[src/rtl/pc_gen_if.sv]
// Fetch-side signal bundle for pc_gen: redirect/stall controls in, fetch address and enable out.
// The master modport is the PC generator; the slave modport is the pipeline/memory side.
interface pc_gen_if #(
  parameter int unsigned ADDR_WIDTH = 32
) ();

  logic                  stall_i;
  logic                  br_valid_i;
  logic [ADDR_WIDTH-1:0] br_target_i;
  logic                  req_ready_i;
  logic [ADDR_WIDTH-1:0] pc_o;
  logic                  ce_o;
  logic                  misalign_o;

  modport master (
    input  stall_i,
    input  br_valid_i,
    input  br_target_i,
    input  req_ready_i,
    output pc_o,
    output ce_o,
    output misalign_o
  );

  modport slave (
    output stall_i,
    output br_valid_i,
    output br_target_i,
    output req_ready_i,
    input  pc_o,
    input  ce_o,
    input  misalign_o
  );

endinterface

[src/rtl/pc_gen.sv]
// Program counter generator: BOOT/RUN/STALL FSM producing a registered fetch address and
// chip enable, with highest-priority branch redirect and a one-cycle misaligned-target pulse.
module pc_gen #(
  parameter int unsigned ADDR_WIDTH   = 32,
  parameter logic [31:0] RESET_VECTOR = 32'h0000_0000,
  parameter int unsigned INST_BYTES   = 4
) (
  input  logic     clk,
  input  logic     rst,
  pc_gen_if.master bus
);

  localparam logic [ADDR_WIDTH-1:0] OffMask = ADDR_WIDTH'(INST_BYTES - 1);
  localparam logic [ADDR_WIDTH-1:0] PcInc   = ADDR_WIDTH'(INST_BYTES);
  localparam logic [ADDR_WIDTH-1:0] ResetPc = ADDR_WIDTH'(RESET_VECTOR);

  typedef enum logic [1:0] {StBoot, StRun, StStall} state_e;

  state_e                state_q, state_d;
  logic [ADDR_WIDTH-1:0] pc_q, pc_d;
  logic                  ce_q, ce_d;
  logic                  misalign_q, misalign_d;

  logic [ADDR_WIDTH-1:0] aligned_tgt;
  logic                  tgt_misaligned;

  assign aligned_tgt    = bus.br_target_i & ~OffMask;
  assign tgt_misaligned = |(bus.br_target_i & OffMask);

  always_comb begin
    state_d    = state_q;
    pc_d       = pc_q;
    misalign_d = 1'b0;
    unique case (state_q)
      StBoot: begin
        state_d = StRun;
        pc_d    = ResetPc;
      end
      StRun, StStall: begin
        if (bus.br_valid_i) begin
          // Redirect wins over stall and ready; any pending increment is dropped.
          pc_d       = aligned_tgt;
          misalign_d = tgt_misaligned;
          state_d    = bus.stall_i ? StStall : StRun;
        end else if (bus.stall_i) begin
          state_d = StStall;
        end else if (state_q == StStall) begin
          state_d = StRun;
        end else if (bus.req_ready_i) begin
          pc_d = pc_q + PcInc;
        end
      end
      default: state_d = StBoot;
    endcase
    ce_d = (state_d == StRun);
  end

  always_ff @(posedge clk or negedge rst) begin
    if (!rst) begin
      state_q    <= StBoot;
      pc_q       <= ResetPc;
      ce_q       <= 1'b0;
      misalign_q <= 1'b0;
    end else begin
      state_q    <= state_d;
      pc_q       <= pc_d;
      ce_q       <= ce_d;
      misalign_q <= misalign_d;
    end
  end

  assign bus.pc_o       = pc_q;
  assign bus.ce_o       = ce_q;
  assign bus.misalign_o = misalign_q;

endmodule

[src/flat_wrapper.sv]
// flat-port wrapper written by rule: the top's interface ports become plain ports
module pc_gen_flat 
#(
  parameter int unsigned ADDR_WIDTH   = 32,
  parameter logic [31:0] RESET_VECTOR = 32'h0000_0000,
  parameter int unsigned INST_BYTES   = 4
)
  (clk, rst, bus_stall_i, bus_br_valid_i, bus_br_target_i, bus_req_ready_i, bus_pc_o, bus_ce_o, bus_misalign_o);
  pc_gen_if #(.ADDR_WIDTH(ADDR_WIDTH)) bus_i ();
  input  logic clk;
  input  logic rst;
  input wire logic [$bits(bus_i.stall_i)-1:0] bus_stall_i;
  input wire logic [$bits(bus_i.br_valid_i)-1:0] bus_br_valid_i;
  input wire logic [$bits(bus_i.br_target_i)-1:0] bus_br_target_i;
  input wire logic [$bits(bus_i.req_ready_i)-1:0] bus_req_ready_i;
  output wire logic [$bits(bus_i.pc_o)-1:0] bus_pc_o;
  output wire logic [$bits(bus_i.ce_o)-1:0] bus_ce_o;
  output wire logic [$bits(bus_i.misalign_o)-1:0] bus_misalign_o;
  assign bus_i.stall_i = bus_stall_i;
  assign bus_i.br_valid_i = bus_br_valid_i;
  assign bus_i.br_target_i = bus_br_target_i;
  assign bus_i.req_ready_i = bus_req_ready_i;
  assign bus_pc_o = bus_i.pc_o;
  assign bus_ce_o = bus_i.ce_o;
  assign bus_misalign_o = bus_i.misalign_o;
  pc_gen #(.ADDR_WIDTH(ADDR_WIDTH), .RESET_VECTOR(RESET_VECTOR), .INST_BYTES(INST_BYTES)) u_core (.clk(clk), .rst(rst), .bus(bus_i));
endmodule
[config.mk]
export PLATFORM = sky130hd
export DESIGN_NAME = pc_gen_flat
export DESIGN_NICKNAME = d
export VERILOG_FILES = /design/src/rtl/pc_gen_if.sv /design/src/rtl/pc_gen.sv /design/src/flat_wrapper.sv
export SDC_FILE = /design/constraint.sdc
export NUM_CORES = 1
export LEC_CHECK = 0
export CORE_MARGIN = 5
export CORE_UTILIZATION = 46
export DETAILED_ROUTE_END_ITERATION = 6
export PLACE_DENSITY = 0.86
export SYNTH_ARGS = -nofsm -noshare
export SYNTH_HDL_FRONTEND = slang
export SYNTH_SLANG_ARGS = --single-unit
[constraint.sdc]
create_clock -name clk -period 2.6 [get_ports clk]
set_input_delay 0.52 -clock clk [delete_from_list [all_inputs] [get_ports clk]]
set_output_delay 0.52 -clock clk [all_outputs]
set_load 0.01 [all_outputs]
* Yosys cells after proc, flatten, opt, wreduce, memory -nomap -nowiden
Cells that the tools add are included.
** Cells by class
- Add/subtract/negate cells :: 1
- Equality and inequality tests :: 6
- Mux-type cells :: 12
- Reduce and logical (&&, ||, !) cells :: 5
** Operators by type and width (count)
- 32-bit two-way mux :: 4
- 32-bit case mux with 2 select lines :: 1
- 32-bit by 3-bit adder with 32-bit output, second input constant :: 1
- 3-bit != test, second input constant :: 3
- 2-bit two-way mux :: 4
- 2-bit by 1-bit == test with 1-bit output, second input constant :: 2
- 2-bit case mux with 2 select lines :: 1
- 4-bit AND reduction :: 1
- 2-bit OR reduction :: 2
- 2-bit == test, second input constant :: 1
- 2-bit logical NOT :: 1
- 1-bit two-way mux :: 2
- 2-bit nonzero test :: 1
** Word-level totals
- Bits in registers :: 36
- Bits of input ports :: 37
- Output and inout bits :: 34
- Logic and storage cells :: 28

* Longest topological paths before layout
Gate-level depths: netlist (run 1).
- Depth in word-level cells :: 6
- Mapped depth :: 10
- Gate-level depth less buffers :: 7

* Worst setup path before layout (run 1)
No wires, ideal clock.
- Path type :: reg2reg
- Start :: register u_core.state_q[0]
- End :: register u_core.pc_q[30], in the netlist u_core.bus.pc_o[30]
- Data arrival time :: 1.950 ns
- Required time :: 2.474 ns
- Setup slack :: 0.524 ns
- Cell stages (with the launch flop) :: 9
- Path through :: dfrtp_1 -> inv_1 -> ha_1 -> buf_6 -> nor2b_1 -> buf_6 -> a221o_1 -> clkbuf_1 -> a221o_1
** Between the ends
- Longest elaborated chain between the ends :: 4
- Elaborated cells between the ends (all ways) :: 10
- Those cells by class :: 5 x eq/ne; 1 x mux; 4 x reduce/logical
** Ends and longest elaborated chain
- from (decl) :: line pc_gen.sv:19 : state_e state_q, state_d;
- from (signal assigned) :: line pc_gen.sv:60 : state_q <= StBoot;
- from (signal assigned) :: line pc_gen.sv:65 : state_q <= state_d;
- 2-bit by 1-bit == test with 1-bit output or 2-bit == test (tied branches) :: line pc_gen.sv:34, pc_gen.sv:47
- 2-bit OR reduction :: line pc_gen.sv:34 : unique case (state_q)
- 3-bit != test (no line) or 2-bit nonzero test (tied branches)
- 4-bit AND reduction (no line)
- to (signal assigned) :: line pc_gen.sv:61 : pc_q <= ResetPc;
- to (signal assigned) :: line pc_gen.sv:66 : pc_q <= pc_d;
- to (decl) :: line pc_gen.sv:20 : logic [ADDR_WIDTH-1:0] pc_q, pc_d;
Several ways; a longest one is shown, not always the timed one.
A chain may end at the register's enable or synchronous reset.

* Worst setup path in the final report (run 1)
- Start :: register u_core.state_q[0]
- End :: register u_core.pc_q[27], in the netlist u_core.bus.pc_o[27]
The elaborated chain is that of the path after synthesis.

==> flow_metrics.env, run 1 <==
export IMPL_maxSlewHeadroom=0.5066
export IMPL_max_freq_mhz=447.2
export IMPL_cts_root_buf="clkbuf_8"
export IMPL_diodes=0
export IMPL_cts_hold_buf=0
export IMPL_insertion_delay_ns=0.29
export IMPL_synth_ff_type="dfrtp_1"
export IMPL_worst_slew_pin_slew_ns=0.7333
export IMPL_dpl_hpwl_um=4678
export IMPL_cp_end_kind="register"
export IMPL_cts_buffers_inserted=5
export IMPL_fin_worst_skew_ns=0.01003
export IMPL_postCtsSetupRepairBufs=0
export IMPL_grt_antenna_before_repair=0
export IMPL_syn_inst=262
export IMPL_numClockSinks=34
export IMPL_design_core_area_um2=4661
export IMPL_grt_pass1_wl_um=10870
export IMPL_ys_warn_count=0
export IMPL_arrival_ns=2.41
export IMPL_p_leak_nw=1.261
export IMPL_die_h_um=79.05
export IMPL_status="finished clean"
export IMPL_clkTransAtPathRegs_ns=0.07
export IMPL_wire_per_inst_um=16.73
export IMPL_nets=374
export IMPL_drt_total_wl_um=6493
export IMPL_drv_cap=0
export IMPL_setup_tns_ns=0
export IMPL_syn2layout_area_growth_pct=38.96
export IMPL_ys_ff_latch=34
export IMPL_setup_ws_ns=0.3640
export IMPL_cp_max_fo=9
export IMPL_synth_most_common_cell="dfrtp_1"
export IMPL_netlist_area_um2=2193
export IMPL_start_util=0.4706
export IMPL_reg2reg_slack_ns=0.36
export IMPL_synth_area_leaders="dfrtp_1, o21ai_0, nand2_1"
export IMPL_timing_final_max_slew_violations=0
export IMPL_dp_worst_setup_slack_ns=0.2096
export IMPL_finalSetupViolCount=0
export IMPL_synth_cell_types=47
export IMPL_drc=0
export IMPL_drive_above_1_share=0.08982
export IMPL_synth_top_area_share=0.3879
export IMPL_via_count=2360
export IMPL_synth_edf_count=0
export IMPL_fillCellCount=393
export IMPL_fp_dieW_um=79.05
export IMPL_clk_path_buf_depth=2
export IMPL_via_per_inst=6.082
export IMPL_synth_common_cells="dfrtp_1, o21ai_0, nand2_1, nor2_1, nand3_1"
export IMPL_fin_crit_ns=2.236
export IMPL_cts_resized=0
export IMPL_drtIter0Drc=189
export IMPL_startpoint_type="register"
export IMPL_power_density_nw_per_um2=901.9
export IMPL_io_pin_count=71
export IMPL_postRouteAntennaNets=0
export IMPL_grt_usage=0.2146
export IMPL_avgSynthCellArea_um2=8.372
export IMPL_async_flop_share=1.000
export IMPL_port_buffers=68
export IMPL_required_ns=2.77
export IMPL_hold_viol=0
export IMPL_synth_largest_area_cell="dfrtp_1"
export IMPL_grt_max_degree=35
export IMPL_fin_crit_sh=0.8600
export IMPL_ys_seq_area_frac=0.3879
export IMPL_path_class="reg -> reg"
export IMPL_place_gp_congestion=0.8327
export IMPL_rows=25
export IMPL_grt_overflow=0
export IMPL_cts_tree="done"
export IMPL_htreeDepth=2
export IMPL_multi_input_area_um2=1219
export IMPL_hold_class="reg -> reg"
export IMPL_dr_pass1_iters=4
export IMPL_grt_pass1_vias=2318
export IMPL_rsz0062_at_grt="false"
export IMPL_die_area_um2=6249
export IMPL_max_vdd_ir_drop_v=0.0005179
export IMPL_ff_latch_area_um2=850.8
state kept, by name, summed over array words and instances (netlist names):
register,count
u_core.bus.pc_o,30
u_core.state_q,2
u_core.bus.misalign_o,1
u_core.bus.ce_o,1
cell type report:
type,count,area share
well taps,54,0.02217
multi-input cells,203,0.3998
clock buffers,6,0.02709
inverters,6,0.007389
clock inverters,2,0.004105
flip-flops and latches,34,0.2791
repair buffers,83,0.2603
through the flow:
| stage | hold slack [ns] | utilization | instance area (um2) | cells | total power [mW] |
|---|---|---|---|---|---|
| 2_1_floorplan | 0.2244 | - | 2197 | 263 | 1.664 |
| 3_3_place_gp | 0.5223 | 0.6336 | 2953 | 380 | 2.279 |
| 3_5_place_dp | 0.5324 | 0.6336 | 2953 | 380 | 2.321 |
| 4_1_cts | 0.5534 | 0.6540 | 3048 | 388 | 2.746 |
| 5_1_grt | 0.5947 | 0.6540 | 3048 | 388 | 2.938 |
| 6_report | 0.5496 | 0.6540 | 3048 | 388 | 2.749 |
layout by cell type, fill, tap and decap left out, drive strengths merged, types with 3 or more instances in the layout:
| cell | count |
|---|---|
| clkdlybuf4s50 | 68 |
| dfrtp | 34 |
| nor4 | 8 |
| o21ai | 32 |
| clkbuf | 6 |
| a21oi | 12 |
| ha | 4 |
| nand2 | 28 |
| nor2 | 21 |
| a22oi | 10 |
| or3 | 4 |
| nand2b | 3 |
| o2bb2ai | 4 |
| nor3 | 5 |
| buf | 15 |
| or4 | 3 |
| and2 | 3 |
| inv | 6 |
| nand3 | 15 |
| nand4 | 9 |
| and3 | 10 |
| a32oi | 3 |
| o311ai | 3 |
routing by layer:
metal	part of all wire	GRT usage
met4	0.019	0.08763
met1	0.41	0.2722
met3	0.077	0.04422
met5	0	0
met2	0.49	0.3561
logic make-up after synthesis:
group,count (synthesis),share of synthesized area
adders and majority gates,4,0.02282
xor gates and xnor gates,3,0.01198
and+or+nand+nor,113,0.2681
buffers and inverters,26,0.05818
AOI/OAI and AO/OA,79,0.2396
muxes,2,0.009697
other,1,0.001710
DFF,34,0.3879
worst paths after layout:
path,cells after the start,startpoint,to
max,7,u_core.state_q[0],u_core.bus.pc_o[27]
min,2,u_core.bus.pc_o[3],u_core.bus.pc_o[3]
max reg2reg,7,u_core.state_q[0],u_core.bus.pc_o[27]
min reg2reg,2,u_core.bus.pc_o[3],u_core.bus.pc_o[3]
max in group asynchronous,2,rst,u_core.bus.pc_o[26]
min in group asynchronous,2,rst,u_core.bus.pc_o[5]
report_power, final:
group	total (mW)	internal (mW)	switching, mW
registers	0.940	0.709	0.231
logic	1.39	0.678	0.714
clock network	0.418	0.213	0.205
total	2.75	1.60	1.15
worst max-delay path, cell delays in order (launching register included):
cell and delay, ns:
dfrtp_1 0.35, inv_1 0.06, ha_1 0.43, nor2b_1 0.24, a221o_1 0.46, o21ai_0 0.19
o21ai_0 0.09, or3_1 0.30
Note: power is estimated with default switching activity, not from simulation.
==> run 2, diff against run 1 <==
Settings changed: CTS_CLUSTER_DIAMETER from default to 150, SLEW_MARGIN from default to 5.
==> results of run 2 <==
Final layout, timing and power as in run 1 (identical DEF).
